## src/rtl/frame_pulse_gen_pkg.sv

```systemverilog
// ---------------------------------------------------------------------------
// frame_pkg
//   Shared definitions for the frame pulse timing engine:
//   - state_e      : timing FSM states (IDLE, DELAY, PULSE)
//   - *_W_DEF      : default widths for the delay/duration counters, the
//                    frame counter and the missed-trigger counter
//   - SYNC_STAGES  : number of metastability flops on the trigger input
//   - DEL_BASE..   : frame-register RAM word indices feeding this block
// ---------------------------------------------------------------------------
package frame_pkg;

  // Default widths. The CNT/FCNT/MCNT names are taken by the top-level
  // parameters, so the package defaults carry a _DEF suffix.
  localparam int CNT_W_DEF  = 32;
  localparam int FCNT_W_DEF = 16;
  localparam int MCNT_W_DEF = 8;

  // Two metastability flops ahead of the edge-detect history flop.
  localparam int SYNC_STAGES = 2;

  // Register map word indices (byte-wide words in the frame-register RAM).
  localparam int DEL_BASE = 0;  // words 0..3 : delay, little-endian
  localparam int DUR_BASE = 4;  // words 4..7 : duration, little-endian
  localparam int THHV_IDX = 8;  // word 8     : HV ready threshold
  localparam int RES_IDX  = 9;  // word 9     : reserved

  typedef enum logic [1:0] {
    IDLE  = 2'd0,
    DELAY = 2'd1,
    PULSE = 2'd2
  } state_e;

endpackage

```

## src/rtl/frame_pulse_gen_trig_sync_edge.sv

```systemverilog
// ---------------------------------------------------------------------------
// trig_sync_edge
//   Brings the asynchronous external trigger into the clk domain through a
//   SYNC_STAGES-deep flop chain, keeps one extra history flop and reports a
//   single-cycle rising-edge pulse.
//
//   Ports:
//     clk       in   system clock
//     clr       in   synchronous active-high reset (clears the whole chain)
//     trig_in   in   asynchronous trigger
//     trig_edge out  high for one cycle after a synchronised 0->1 transition
// ---------------------------------------------------------------------------
module trig_sync_edge
  import frame_pkg::*;
(
  input  logic clk,
  input  logic clr,
  input  logic trig_in,
  output logic trig_edge
);

  localparam int CHAIN_LEN = SYNC_STAGES + 1;

  logic [CHAIN_LEN-1:0] s_q;
  logic [CHAIN_LEN-1:0] s_d;

  assign s_d[0] = trig_in;

  genvar gi;
  generate
    for (gi = 1; gi < CHAIN_LEN; gi++) begin : g_chain
      assign s_d[gi] = s_q[gi-1];
    end
  endgenerate

  always_ff @(posedge clk) begin
    if (clr) begin
      s_q <= '0;
    end else begin
      s_q <= s_d;
    end
  end

  // Last synchronised sample high, history flop still low.
  assign trig_edge = s_q[SYNC_STAGES-1] & ~s_q[SYNC_STAGES];

endmodule

```

## src/rtl/frame_pulse_gen.sv

```systemverilog
// ---------------------------------------------------------------------------
// frame_pulse_gen
//   Timing engine behind the frame-register RAM. Each accepted trigger waits
//   `del` clocks, then holds the frame/exposure pulse high for `dur` clocks.
//   A trigger is accepted only in IDLE with en=1, hv_level >= thhv and a
//   non-zero duration; every other trigger seen while enabled or busy is
//   counted as a miss.
//
//   Ports:
//     clk        in   system clock
//     clr        in   synchronous active-high reset
//     en         in   global enable; dropping it while busy aborts the pulse
//     trig_in    in   asynchronous external trigger
//     del        in   delay in clocks
//     dur        in   pulse width in clocks
//     thhv       in   HV ready threshold
//     hv_level   in   HV monitor sample (already synchronous to clk)
//     pulse_out  out  registered frame pulse
//     busy       out  high while in DELAY or PULSE
//     done       out  one-cycle strobe after a completed pulse
//     frame_cnt  out  completed pulses, wraps
//     miss_cnt   out  rejected triggers, saturates
// ---------------------------------------------------------------------------
module frame_pulse_gen
  import frame_pkg::*;
#(
  parameter int CNT_W  = CNT_W_DEF,
  parameter int FCNT_W = FCNT_W_DEF,
  parameter int MCNT_W = MCNT_W_DEF
) (
  input  logic              clk,
  input  logic              clr,
  input  logic              en,
  input  logic              trig_in,
  input  logic [CNT_W-1:0]  del,
  input  logic [CNT_W-1:0]  dur,
  input  logic [7:0]        thhv,
  input  logic [7:0]        hv_level,
  output logic              pulse_out,
  output logic              busy,
  output logic              done,
  output logic [FCNT_W-1:0] frame_cnt,
  output logic [MCNT_W-1:0] miss_cnt
);

  localparam logic [CNT_W-1:0]  CNT_ONE   = {{(CNT_W-1){1'b0}}, 1'b1};
  localparam logic [FCNT_W-1:0] FRAME_ONE = {{(FCNT_W-1){1'b0}}, 1'b1};
  localparam logic [MCNT_W-1:0] MISS_ONE  = {{(MCNT_W-1){1'b0}}, 1'b1};
  localparam logic [MCNT_W-1:0] MISS_MAX  = {MCNT_W{1'b1}};

  // -------------------------------------------------------------------------
  // Trigger conditioning
  // -------------------------------------------------------------------------
  logic trig_edge;

  trig_sync_edge u_trig_sync_edge (
    .clk       (clk),
    .clr       (clr),
    .trig_in   (trig_in),
    .trig_edge (trig_edge)
  );

  // -------------------------------------------------------------------------
  // Registers
  // -------------------------------------------------------------------------
  state_e              state_q,  state_d;
  logic [CNT_W-1:0]    cnt_q,    cnt_d;     // down-counter for DELAY and PULSE
  logic [CNT_W-1:0]    dur_sh_q, dur_sh_d;  // duration captured at acceptance
  logic                pulse_q,  pulse_d;
  logic                done_q,   done_d;
  logic [FCNT_W-1:0]   frame_q,  frame_d;
  logic [MCNT_W-1:0]   miss_q,   miss_d;

  logic hv_ok;
  logic dur_nz;
  logic accept;
  logic miss_ev;
  logic cnt_last;

  assign hv_ok    = (hv_level >= thhv);
  assign dur_nz   = (dur != '0);
  assign cnt_last = (cnt_q == CNT_ONE);

  assign accept  = (state_q == IDLE) && trig_edge && en && hv_ok && dur_nz;

  // Any trigger while busy is a miss, even on the edge that returns to IDLE
  // (the state sampled at that edge is still DELAY/PULSE). In IDLE only an
  // enabled trigger that fails the acceptance test counts.
  assign miss_ev = trig_edge &&
                   ((state_q != IDLE) || (en && !(hv_ok && dur_nz)));

  // -------------------------------------------------------------------------
  // State register
  // -------------------------------------------------------------------------
  always_ff @(posedge clk) begin
    if (clr) begin
      state_q  <= IDLE;
      cnt_q    <= '0;
      dur_sh_q <= '0;
      pulse_q  <= 1'b0;
      done_q   <= 1'b0;
      frame_q  <= '0;
      miss_q   <= '0;
    end else begin
      state_q  <= state_d;
      cnt_q    <= cnt_d;
      dur_sh_q <= dur_sh_d;
      pulse_q  <= pulse_d;
      done_q   <= done_d;
      frame_q  <= frame_d;
      miss_q   <= miss_d;
    end
  end

  // -------------------------------------------------------------------------
  // Next-state logic
  // -------------------------------------------------------------------------
  // The delay needs no separate shadow: it is copied straight into cnt_q at
  // acceptance, so a later write to `del` cannot reach the pulse in flight.
  always_comb begin
    state_d  = state_q;
    cnt_d    = cnt_q;
    dur_sh_d = dur_sh_q;

    unique case (state_q)
      IDLE: begin
        if (accept) begin
          dur_sh_d = dur;
          if (del != '0) begin
            state_d = DELAY;
            cnt_d   = del;
          end else begin
            state_d = PULSE;
            cnt_d   = dur;
          end
        end
      end

      DELAY: begin
        if (!en) begin
          state_d = IDLE;
        end else if (cnt_last) begin
          state_d = PULSE;
          cnt_d   = dur_sh_q;
        end else begin
          cnt_d = cnt_q - CNT_ONE;
        end
      end

      PULSE: begin
        if (!en || cnt_last) begin
          state_d = IDLE;
        end else begin
          cnt_d = cnt_q - CNT_ONE;
        end
      end

      default: begin
        state_d = IDLE;
      end
    endcase
  end

  // -------------------------------------------------------------------------
  // Output / counter logic
  // -------------------------------------------------------------------------
  always_comb begin
    // Registering (next state == PULSE) makes pulse_out track the state
    // exactly, with no combinational path to the pin.
    pulse_d = (state_d == PULSE);

    // Only a natural end of PULSE completes a frame; an en abort does not.
    done_d = (state_q == PULSE) && en && cnt_last;

    frame_d = frame_q;
    if (done_d) begin
      frame_d = frame_q + FRAME_ONE;
    end

    miss_d = miss_q;
    if (miss_ev && (miss_q != MISS_MAX)) begin
      miss_d = miss_q + MISS_ONE;
    end
  end

  assign pulse_out = pulse_q;
  assign busy      = (state_q != IDLE);
  assign done      = done_q;
  assign frame_cnt = frame_q;
  assign miss_cnt  = miss_q;

endmodule

```

## config.mk

```make
export PLATFORM = sky130hd
export DESIGN_NAME = frame_pulse_gen
export DESIGN_NICKNAME = d
export VERILOG_FILES = /design/src/rtl/frame_pulse_gen_pkg.sv /design/src/rtl/frame_pulse_gen_trig_sync_edge.sv /design/src/rtl/frame_pulse_gen.sv
export SDC_FILE = /design/constraint.sdc
export NUM_CORES = 1
export LEC_CHECK = 0
export BUFFER_PORTS_ARGS = -buffer_cell sky130_fd_sc_hd__buf_2
export CAP_MARGIN = 20
export CORE_MARGIN = 2
export CORE_UTILIZATION = 58
export CTS_BUF_LIST = sky130_fd_sc_hd__clkbuf_8
export DETAILED_ROUTE_END_ITERATION = 10
export PLACE_DENSITY_LB_ADDON = 0.1
export SYNTH_ARGS = -nofsm -noshare
export SYNTH_HDL_FRONTEND = slang
export SYNTH_SLANG_ARGS = --single-unit
```

## constraint.sdc

```tcl
create_clock -name clk -period 3.46 [get_ports clk]
set_input_delay 0.346 -clock clk [delete_from_list [all_inputs] [get_ports clk]]
set_output_delay 0.346 -clock clk [all_outputs]
set_load 0.01 [all_outputs]
```

==> flow_summary.rst, run 1 <==
.. list-table::
   :header-rows: 1

   * - Metric
     - Value
   * - Outcome
     - finished clean
   * - Synthesized-area fraction occupied by ao, oa, aoi and oai cells
     - 27.4%
   * - Synthesized instance count
     - 702
   * - Post-route minimum period
     - 3.13 ns
   * - Number of input and output port buffers inserted
     - 110
   * - Std-Cell Core Area
     - 9680 µm²
   * - Register-to-Register Path Depth
     - 9
   * - Uppermost routed layer
     - met4
   * - Synth area leader
     - sky130_fd_sc_hd__dfxtp_1
   * - Final setup fails
     - 0
   * - Grt ovf
     - 0
   * - Total setup buffers inserted after CTS
     - 0
   * - Number of inserted diodes
     - 0
   * - Layout Skew
     - 0.0119 ns
   * - Tightest hold margin
     - 0.173 ns
   * - Hold depth
     - 2
   * - Crit path max-delay cell type
     - sky130_fd_sc_hd__or4b_2
   * - Cts bufs inserted
     - 9
   * - Crit Reg-Reg Endpoint
     - cnt_q[24]$_SDFFE_PP0P_
   * - Cell row count
     - 36
   * - Arrival time reported for the critical path endpoint
     - 3.41 ns
   * - Reg clk slew, reported paths
     - 0.09 ns
   * - Post-synthesis share of cell area spent on and, or, nand and nor gates
     - 23.4%
   * - RSZ-0062 raised after global routing
     - no
   * - Effective utilization at floorplan
     - 59.1%
   * - Bufs on Longest Clock Path
     - 2
   * - Wire length reported by the detailed router
     - 18.6 mm
   * - Area share of fa/ha/maj cells after synthesis
     - 3.50%
   * - Xor and xnor fraction of the mapped netlist area
     - 4.90%
   * - Share of the clock period used by the worst path
     - 90.5%
   * - Post-cts hold buffer count
     - 0
   * - First-pass GRT wire length
     - 28.5 mm
   * - Register-to-register setup slack
     - 0.33 ns
   * - Post-Synthesis Net Count
     - 802
   * - Cell area after layout
     - 6620 µm²
   * - Via-to-Cell Ratio
     - 6.67
   * - Wire length per cell after detailed routing
     - 20.1 µm
   * - Post-synthesis instance area
     - 5720 µm²
   * - Post-CTS resize count
     - 0
   * - CTS H-Tree Depth
     - 3
   * - Clock tree from TritonCTS
     - built
   * - Peak supply drop
     - 0.000406 V
   * - Antenna violations before repair
     - 0
   * - Height of the chip
     - 103 µm
   * - Hold Path Class
     - primary input to flop
   * - Global routing usage summed across all routing layers
     - 34.8%
   * - Distinct cell type count after synthesis
     - 64
   * - DRC violation count after routing
     - 0
   * - Share of post-route cells with drive strength above 1
     - 20.9%
   * - Count of nets after finishing
     - 890
   * - Multiplexer fraction of the synthesized cell area
     - 1.57%
   * - Worst-path maximum fanout
     - 17
   * - Kind of start point of the critical path
     - flop
   * - Instance area after placement
     - 6410 µm²
   * - Critical path class
     - flop to flop
   * - Final HPWL from detailed placement
     - 13.4 mm
   * - Critical Path Sink Type
     - flop
   * - Number of sinks handled by clock tree synthesis
     - 95
   * - Power Density
     - 372 nW/µm²
   * - Mean cell area of the mapped netlist
     - 8.15 µm²
   * - Clock Root Buffer
     - sky130_fd_sc_hd__clkbuf_8
   * - Clock latency of the later-clocked register in the worst-skew pair
     - 0.39 ns
   * - Global placer's final weighted congestion
     - 1.05
   * - Synth-to-layout area growth
     - 15.8%
   * - Number of pins exceeding their max-slew limit in the final report
     - 0
   * - Launching point of the worst reg2reg path
     - cnt_q[1]$_SDFFE_PP0P_
   * - Library cell with the highest instance count after synthesis
     - sky130_fd_sc_hd__dfxtp_1
   * - Boundary Pins
     - 111
   * - Max-cap violations
     - 0
   * - Vias after detailed routing
     - 6193
   * - Routed wl met3
     - 1.74 mm
   * - Least-Margin Pin Slew
     - 1.06 ns
   * - Critical path origin
     - cnt_q[1]$_SDFFE_PP0P_
   * - Number of hold violations in the final report
     - 0
   * - Routed wl met2
     - 8.63 mm
   * - Required time at the worst-slack endpoint
     - 3.74 ns
   * - Warnings from Yosys
     - 0
   * - Main synth FF type
     - sky130_fd_sc_hd__dfxtp_1
   * - Setup tns final
     - 0 ns
   * - Leakage
     - 2.61 nW
   * - Cell chain of the critical path
     - inv_1 > ha_1 > or4b_2 > nor3_1 > nand3_1 > nor2_1 > buf_12 > a221oi_1 > o32ai_1
   * - Width of the chip
     - 103 µm
   * - Post-detailed-route count of antenna-violating nets
     - 0
   * - Delay contributed by the slowest stage of the critical path
     - 0.66 ns
   * - Final total power
     - 2.47 mW
   * - Number of enable flip-flop cells after synthesis
     - 0
   * - Cells taking the most area after synthesis
     - sky130_fd_sc_hd__dfxtp_1 (33%), sky130_fd_sc_hd__a21oi_1 (4.0%), sky130_fd_sc_hd__o21ai_0 (3.6%), sky130_fd_sc_hd__ha_1 (3.5%), sky130_fd_sc_hd__clkbuf_1 (3.2%)
   * - Met1 wire length
     - 7.39 mm
   * - Largest family of logic cells by synthesized area
     - compound AO/OA/AOI/OAI gates
   * - Relative slew slack
     - 29.1%
   * - Register area share after synthesis
     - 33.2%
   * - Commonest cells in the synthesized netlist
     - sky130_fd_sc_hd__dfxtp_1 (95), sky130_fd_sc_hd__clkbuf_1 (49), sky130_fd_sc_hd__nand2_1 (48), sky130_fd_sc_hd__nor2_1 (48), sky130_fd_sc_hd__a21oi_1 (46)
   * - Overall die area
     - 10700 µm²
   * - Highest Clock Rate
     - 0.319 GHz
   * - Count of routing violations after the opening detailed-route iteration
     - 529
   * - Vias in the first global route
     - 5709
   * - Number of synthesized register bits
     - 95
   * - Asr flop ratio synth
     - 0%
   * - Pin count of the biggest net entering global routing
     - 52
   * - Worst hold endpoint
     - u_trig_sync_edge.s_q[0]$_SDFF_PP0_
   * - First-pass detailed-route iteration total
     - 5
   * - Synth top area share
     - 33.2%
   * - Hold Path Origin
     - trig_in
cell usage in the layout, fill, tap and decap left out, types with 16 or more instances in the layout:
master,Yosys,layout
sky130_fd_sc_hd__buf_2,6,110
sky130_fd_sc_hd__dfxtp_1,95,95
sky130_fd_sc_hd__nand2_1,48,48
sky130_fd_sc_hd__nor2_1,48,47
sky130_fd_sc_hd__a21oi_1,46,46
sky130_fd_sc_hd__o21ai_0,41,41
sky130_fd_sc_hd__nor3_1,32,32
sky130_fd_sc_hd__inv_1,27,29
sky130_fd_sc_hd__nor4_1,28,28
sky130_fd_sc_hd__buf_4,1,23
sky130_fd_sc_hd__nand3_1,21,21
sky130_fd_sc_hd__xor2_1,20,20
sky130_fd_sc_hd__a211oi_1,19,19
sky130_fd_sc_hd__a221oi_1,17,17
sky130_fd_sc_hd__ha_1,16,16
cells by family (layout without fill, tap and decap cells):
kind of cell / Yosys count / in the layout
simple gates: 249 / 249
compound gates: 216 / 216
flops: 95 / 95
buf+inv: 85 / 178
xor+xnor: 32 / 32
fa+ha+maj: 16 / 16
mux: 9 / 9
worst max-delay path by stage:
stage,to,slack (ns),depth (start not counted)
global placement,cnt_q[15]$_SDFFE_PP0P_,0.23,9
CTS,cnt_q[24]$_SDFFE_PP0P_,0.41,9
detailed placement,cnt_q[24]$_SDFFE_PP0P_,0.09,9
global route,cnt_q[1]$_SDFFE_PP0P_,0.15,9
finish,cnt_q[24]$_SDFFE_PP0P_,0.33,9
floorplan,cnt_q[12]$_SDFFE_PP0P_,0.89,9
critical path: cells and delay by family (launching register included):
family / cells / cell delay (ns)
AOI/OAI and AO/OA: 2 / 0.40
buffers and inverters: 2 / 0.30
DFF: 1 / 0.34
and+or+nand+nor: 4 / 1.84
adders and majority gates: 1 / 0.13
state kept, by name, indices dropped and copies added, names as in the netlist:
name	flops
done	1
u_trig_sync_edge.s_q	3
miss_cnt	8
frame_cnt	16
pulse_out	1
state_q	2
cnt_q	32
dur_sh_q	32
final cells by class:
class | instances | area [µm²]
Tap cell | 133 | 166
Inverter | 27 | 101
Clock buffer | 9 | 124
Fill cell | 823 | 3060
Timing Repair Buffer | 135 | 763
Multi-Input combinational cell | 522 | 3480
Sequential cell | 95 | 1900
Clock inverter | 7 | 90.1
report_power, final:
part | internal (mW) | switching [mW]
clock | 0.402 | 0.412
combinational | 0.202 | 0.323
sequential | 1.11 | 0.0182
stage by stage:
step	setup WS [ns]	util (%)	instances
after CTS	0.409	68.4	928
after global placement	0.230	66.2	912
after floorplan	0.887	-	702
after detailed placement	0.0939	66.2	912
final	0.329	68.4	928
after global routing	0.154	68.4	928
per-layer routing:
layer / vias to the layer above / global-route usage (%)
met5: - / 0
met4: 0 / 17.8
li1: 2865 / -
met3: 60 / 8.94
met1: 2925 / 41.4
met2: 343 / 57.9
No activity file was read; power rests on OpenSTA's default activity.
==> run 2, diff against run 1 <==
Settings changed: CORE_MARGIN 2 to 3, GPL_TIMING_DRIVEN from default to 0.
==> flow_summary.rst, run 2 (same netlist as run 1, synthesis figures left out) <==
.. list-table::
   :header-rows: 1

   * - Metric
     - Value
   * - Outcome
     - finished clean
   * - CTS H-Tree Depth
     - 3
   * - Layout fillers
     - 780
   * - Cell area after layout
     - 6670 µm²
   * - Launching point of the worst reg2reg path
     - cnt_q[9]$_SDFFE_PP0P_
   * - Critical Path Sink Type
     - flop
   * - Commonest cells after routing, fill and taps aside
     - sky130_fd_sc_hd__buf_2 (114), sky130_fd_sc_hd__dfxtp_1 (95), sky130_fd_sc_hd__clkbuf_1 (49), sky130_fd_sc_hd__nand2_1 (48), sky130_fd_sc_hd__nor2_1 (47)
   * - Std-Cell Core Area
     - 9420 µm²
   * - First-pass GRT wire length
     - 31.7 mm
   * - Post-CTS resize count
     - 0
   * - Wire length per cell after detailed routing
     - 21.5 µm
   * - Vias after detailed routing
     - 6546
   * - Relative contribution of sequential cells to total power
     - 44.0%
   * - Count of nets after finishing
     - 923
   * - Clock tree from TritonCTS
     - built
   * - Power spent charging and discharging nets
     - 0.771 mW
   * - Setup tns final
     - 0 ns
   * - Wire length reported by the detailed router
     - 20.5 mm
   * - Register-to-Register Path Depth
     - 8
   * - Number of inserted diodes
     - 0
   * - RSZ-0062 raised after global routing
     - no
   * - Cell row count
     - 35
   * - Peak supply drop
     - 0.000332 V
   * - Vias in the first global route
     - 6195
   * - Register-to-register setup slack
     - 0.21 ns
   * - Clock power frac
     - 34.7%
   * - Setup slack after placement
     - 0.0519 ns
   * - Post-route minimum period
     - 3.25 ns
   * - Hold Path Class
     - primary input to flop
   * - Global placer's final weighted congestion
     - 0.993
   * - Most frequent standard cell in the layout excluding fill and tap cells
     - sky130_fd_sc_hd__buf_2
   * - Least setup slack across all paths after layout
     - 0.208 ns
   * - Reg clk slew, reported paths
     - 0.11 ns
   * - Synth-to-layout area growth
     - 16.6%
   * - Global routing usage summed across all routing layers
     - 36.2%
   * - Pin count of the biggest net entering global routing
     - 16
   * - Total setup buffers inserted after CTS
     - 0
   * - Instance area after placement
     - 6420 µm²
   * - Number of pins exceeding their max-slew limit in the final report
     - 0
   * - Bufs on Longest Clock Path
     - 2
   * - Grt ovf
     - 0
   * - Post-cts hold buffer count
     - 0
   * - Required time at the worst-slack endpoint
     - 3.72 ns
   * - Least-Margin Pin Slew
     - 1.00 ns
   * - Count of routing violations after the opening detailed-route iteration
     - 741
   * - Critical path endpoint
     - pulse_out$_SDFF_PP0_
   * - Number of hold violations in the final report
     - 0
   * - Boundary Pins
     - 111
   * - Relative slew slack
     - 33.0%
   * - Via-to-Cell Ratio
     - 6.85
   * - Clock Root Buffer
     - sky130_fd_sc_hd__clkbuf_8
   * - Critical path class
     - flop to flop
   * - Overall die area
     - 11100 µm²
   * - Number of sinks handled by clock tree synthesis
     - 95
   * - First-pass detailed-route iteration total
     - 6
   * - Leakage
     - 2.60 nW
   * - Layout Skew
     - 0.0170 ns
   * - Kind of start point of the critical path
     - flop
   * - Switching part of the total
     - 30.1%
   * - DRC violation count after routing
     - 0
   * - Final setup fails
     - 0
   * - Post-detailed-route count of antenna-violating nets
     - 0
   * - Crit Reg-Reg Endpoint
     - pulse_out$_SDFF_PP0_
   * - Power Density
     - 384 nW/µm²
   * - Final HPWL from detailed placement
     - 15.3 mm
   * - Worst-path maximum fanout
     - 10
   * - Clock latency of the later-clocked register in the worst-skew pair
     - 0.39 ns
   * - Cts bufs inserted
     - 9
   * - Final total power
     - 2.56 mW
   * - Share of post-route cells with drive strength above 1
     - 18.3%
   * - Cell-internal power
     - 1.79 mW
   * - Highest Clock Rate
     - 0.307 GHz
   * - Critical path origin
     - cnt_q[9]$_SDFFE_PP0P_
   * - Arrival time reported for the critical path endpoint
     - 3.51 ns
   * - Power share of the combinational group
     - 21.4%
   * - Height of the chip
     - 105 µm
   * - Share of the clock period used by the worst path
     - 94.0%
   * - Max-cap violations
     - 0
   * - Tightest hold margin
     - 0.183 ns
   * - Effective utilization at floorplan
     - 60.8%
   * - Width of the chip
     - 105 µm
   * - Antenna violations before repair
     - 0
   * - DP Cell Count
     - 939
   * - Number of input and output port buffers inserted
     - 108
   * - Non-filler instance count after layout
     - 956
   * - Final core utilization
     - 70.9%
run 2: per-layer routing:
layer  GRT usage (%)  wire length, µm  up-vias
met3            9.00             2230       86
li1                -                -     2936
met4            19.6             1060        0
met5               0                0        -
met1            44.1             7680     3095
met2            58.4             9540      429
run 2: worst max-delay path: stages (launching register included):
cell                       delay, ns
sky130_fd_sc_hd__dfxtp_1        0.38
sky130_fd_sc_hd__or4_1          0.52
sky130_fd_sc_hd__buf_2          0.18
sky130_fd_sc_hd__nor4_2         0.56
sky130_fd_sc_hd__nand3_1        0.40
sky130_fd_sc_hd__nor2_1         0.21
sky130_fd_sc_hd__buf_2          0.31
sky130_fd_sc_hd__a221oi_1       0.15
sky130_fd_sc_hd__nor4bb_1       0.41
run 2: layout make-up:
type	count	area, µm²	area share [%]
Tap cell	129	161	2.42
Clock inverter	6	110	1.65
Sequential cell	95	1900	28.5
Inverter	27	101	1.52
Multi-Input combinational cell	522	3480	52.1
Buffer	58	244	3.66
Clock buffer	9	124	1.86
Timing Repair Buffer	110	553	8.29
run 2: worst min path at each step:
stage	start	endpoint	slack, ns	cells after the start
after global routing	trig_in	u_trig_sync_edge.s_q[0]$_SDFF_PP0_	0.23	2
final	trig_in	u_trig_sync_edge.s_q[0]$_SDFF_PP0_	0.18	2
after floorplan	u_trig_sync_edge.s_q[0]$_SDFF_PP0_	u_trig_sync_edge.s_q[1]$_SDFF_PP0_	0.41	1
after detailed placement	u_trig_sync_edge.s_q[0]$_SDFF_PP0_	u_trig_sync_edge.s_q[1]$_SDFF_PP0_	0.43	1
after global placement	u_trig_sync_edge.s_q[0]$_SDFF_PP0_	u_trig_sync_edge.s_q[1]$_SDFF_PP0_	0.43	1
after CTS	trig_in	u_trig_sync_edge.s_q[0]$_SDFF_PP0_	0.16	2
run 2: power groups by stage:
stage | Combinational, mW | Clock [mW] | Sequential, mW
floorplan | 0.351 | 0 | 1.15
global placement | 0.517 | 0 | 1.15
detailed placement | 0.527 | 0 | 1.15
CTS | 0.530 | 0.891 | 1.13
global route | 0.588 | 0.924 | 1.13
finish | 0.548 | 0.888 | 1.13
==> run 3, diff against run 2 <==
Settings changed: CORE_UTILIZATION 58 to 55.
==> flow_summary.rst, run 3 (same netlist as run 1, synthesis figures left out) <==
.. list-table::
   :header-rows: 1

   * - Metric
     - Value
   * - Global placer's final weighted congestion
     - 0.967
   * - Clock latency of the later-clocked register in the worst-skew pair
     - 0.39 ns
   * - Arrival time reported for the critical path endpoint
     - 3.50 ns
   * - Number of input and output port buffers inserted
     - 108
   * - Wire length per cell after detailed routing
     - 22.1 µm
   * - Final setup fails
     - 0
   * - Vias in the first global route
     - 6209
   * - Vias after detailed routing
     - 6482
   * - Peak supply drop
     - 0.000352 V
   * - Width of the chip
     - 108 µm
   * - Pin count of the biggest net entering global routing
     - 16
   * - Std-Cell Core Area
     - 9950 µm²
   * - Final total power
     - 2.53 mW
   * - Post-route minimum period
     - 3.23 ns
   * - DP Cell Count
     - 943
   * - Required time at the worst-slack endpoint
     - 3.73 ns
   * - Final HPWL from detailed placement
     - 15.6 mm
   * - Number of pins exceeding their max-slew limit in the final report
     - 0
   * - Cts bufs inserted
     - 9
   * - Synth-to-layout area growth
     - 16.3%
   * - Power Density
     - 380 nW/µm²
   * - Overall die area
     - 11700 µm²
   * - Tightest hold margin
     - 0.174 ns
   * - Grt ovf
     - 0
   * - Count of nets after finishing
     - 921
   * - Setup tns final
     - 0 ns
   * - Leakage
     - 2.58 nW
   * - Antenna violations before repair
     - 1
   * - Count of routing violations after the opening detailed-route iteration
     - 942
   * - Share of the clock period used by the worst path
     - 93.3%
   * - Number of hold violations in the final report
     - 0
   * - Cell row count
     - 36
   * - Relative slew slack
     - 42.7%
   * - First-pass GRT wire length
     - 32.7 mm
   * - Boundary Pins
     - 111
   * - Number of sinks handled by clock tree synthesis
     - 95
   * - Kind of start point of the critical path
     - flop
   * - Via-to-Cell Ratio
     - 6.77
   * - Number of inserted diodes
     - 0
   * - Met1 wire length
     - 8.15 mm
   * - Most frequent standard cell in the layout excluding fill and tap cells
     - sky130_fd_sc_hd__buf_2
   * - Height of the chip
     - 108 µm
   * - Effective utilization at floorplan
     - 57.5%
   * - DRC violation count after routing
     - 0
   * - Critical path class
     - flop to flop
   * - Commonest cells after routing, fill and taps aside
     - sky130_fd_sc_hd__buf_2 (114), sky130_fd_sc_hd__dfxtp_1 (95), sky130_fd_sc_hd__clkbuf_1 (49), sky130_fd_sc_hd__nand2_1 (48), sky130_fd_sc_hd__nor2_1 (47)
   * - Uppermost routed layer
     - met4
   * - Routed wl met3
     - 2.35 mm
   * - Hold Path Class
     - primary input to flop
   * - Max-cap violations
     - 0
   * - Bufs on Longest Clock Path
     - 2
   * - Clock tree from TritonCTS
     - built
   * - Total setup buffers inserted after CTS
     - 0
   * - Layout Skew
     - 0.0105 ns
   * - Least setup slack across all paths after layout
     - 0.232 ns
   * - Highest Clock Rate
     - 0.310 GHz
   * - Share of post-route cells with drive strength above 1
     - 18.2%
   * - Wire length reported by the detailed router
     - 21.2 mm
   * - Routed wl met2
     - 9.63 mm
   * - Post-detailed-route count of antenna-violating nets
     - 0
   * - Least-Margin Pin Slew
     - 0.853 ns
   * - Global routing usage summed across all routing layers
     - 36.6%
   * - Reg clk slew, reported paths
     - 0.10 ns
   * - Worst-path maximum fanout
     - 10
   * - Outcome
     - finished clean
   * - Non-filler instance count after layout
     - 958
   * - Clock Root Buffer
     - sky130_fd_sc_hd__clkbuf_8
   * - First-pass detailed-route iteration total
     - 6
   * - Setup slack after placement
     - 0.149 ns
   * - CTS H-Tree Depth
     - 3
   * - Critical Path Sink Type
     - flop
run 3: cell count changes in the layout (fill, tap and decap cells not counted):
cell,before,now
sky130_fd_sc_hd__buf_4,2,1
sky130_fd_sc_hd__clkinvlp_4,2,1
sky130_fd_sc_hd__clkbuf_8,9,10
sky130_fd_sc_hd__clkbuf_2,1,0
sky130_fd_sc_hd__a31oi_1,6,5
sky130_fd_sc_hd__inv_6,0,1
sky130_fd_sc_hd__bufinv_16,3,2
sky130_fd_sc_hd__a31oi_2,0,1
run 3: cell type report:
| class | instances | area (µm²) |
|---|---|---|
| plain buffers | 58 | 244 |
| clock buffers | 10 | 138 |
| clock inverters | 5 | 81.3 |
| fillers | 884 | 3300 |
| inverters | 27 | 101 |
| multi-input cells | 522 | 3480 |
| flip-flops and latches | 95 | 1900 |
| well taps | 133 | 166 |
| repair buffers | 108 | 541 |
run 3: through the flow:
stage	util, %	instance area (µm²)
6_report	66.9	6660
5_1_grt	66.9	6660
4_1_cts	66.8	6650
3_5_place_dp	64.6	6430
3_3_place_gp	64.6	6430
2_1_floorplan	-	5720
run 3: routing by layer:
metal	track usage, %	vias to the layer above
met5	0	-
met4	19.8	0
met3	10.1	92
met2	58.3	429
met1	44.9	3025
li1	-	2936
run 3: repair_timing:
| item | in CTS | in global routing |
|---|---|---|
| setup endpoints to repair | 0 | 11 |
| hold buffers | 0 | 0 |
| resized for setup | 0 | 2 |
run 3: critical path, stage by stage, from the launching register on:
cell,delay [ns]
sky130_fd_sc_hd__dfxtp_1,0.37
sky130_fd_sc_hd__or4_1,0.51
sky130_fd_sc_hd__buf_2,0.18
sky130_fd_sc_hd__nor4_2,0.59
sky130_fd_sc_hd__nand3_1,0.42
sky130_fd_sc_hd__nor2_1,0.21
sky130_fd_sc_hd__buf_2,0.30
sky130_fd_sc_hd__a221oi_1,0.14
sky130_fd_sc_hd__nor4bb_1,0.38
run 3: power by group:
group	leakage (nW)	switching, mW	internal [mW]
combinational	1.71	0.347	0.207
sequential	0.767	0.0170	1.11
clock	0.109	0.425	0.424
total	2.58	0.788	1.74
run 3: path summary, 6_finish.rpt:
check                           depth (start not counted)  slack (ns)                                 end                                from
worst max-delay path                                    8        0.23                pulse_out$_SDFF_PP0_               cnt_q[9]$_SDFFE_PP0P_
worst max register to register                          8        0.23                pulse_out$_SDFF_PP0_               cnt_q[9]$_SDFFE_PP0P_
worst min-delay path                                    2        0.17  u_trig_sync_edge.s_q[0]$_SDFF_PP0_                             trig_in
worst min register to register                          1        0.44  u_trig_sync_edge.s_q[1]$_SDFF_PP0_  u_trig_sync_edge.s_q[0]$_SDFF_PP0_
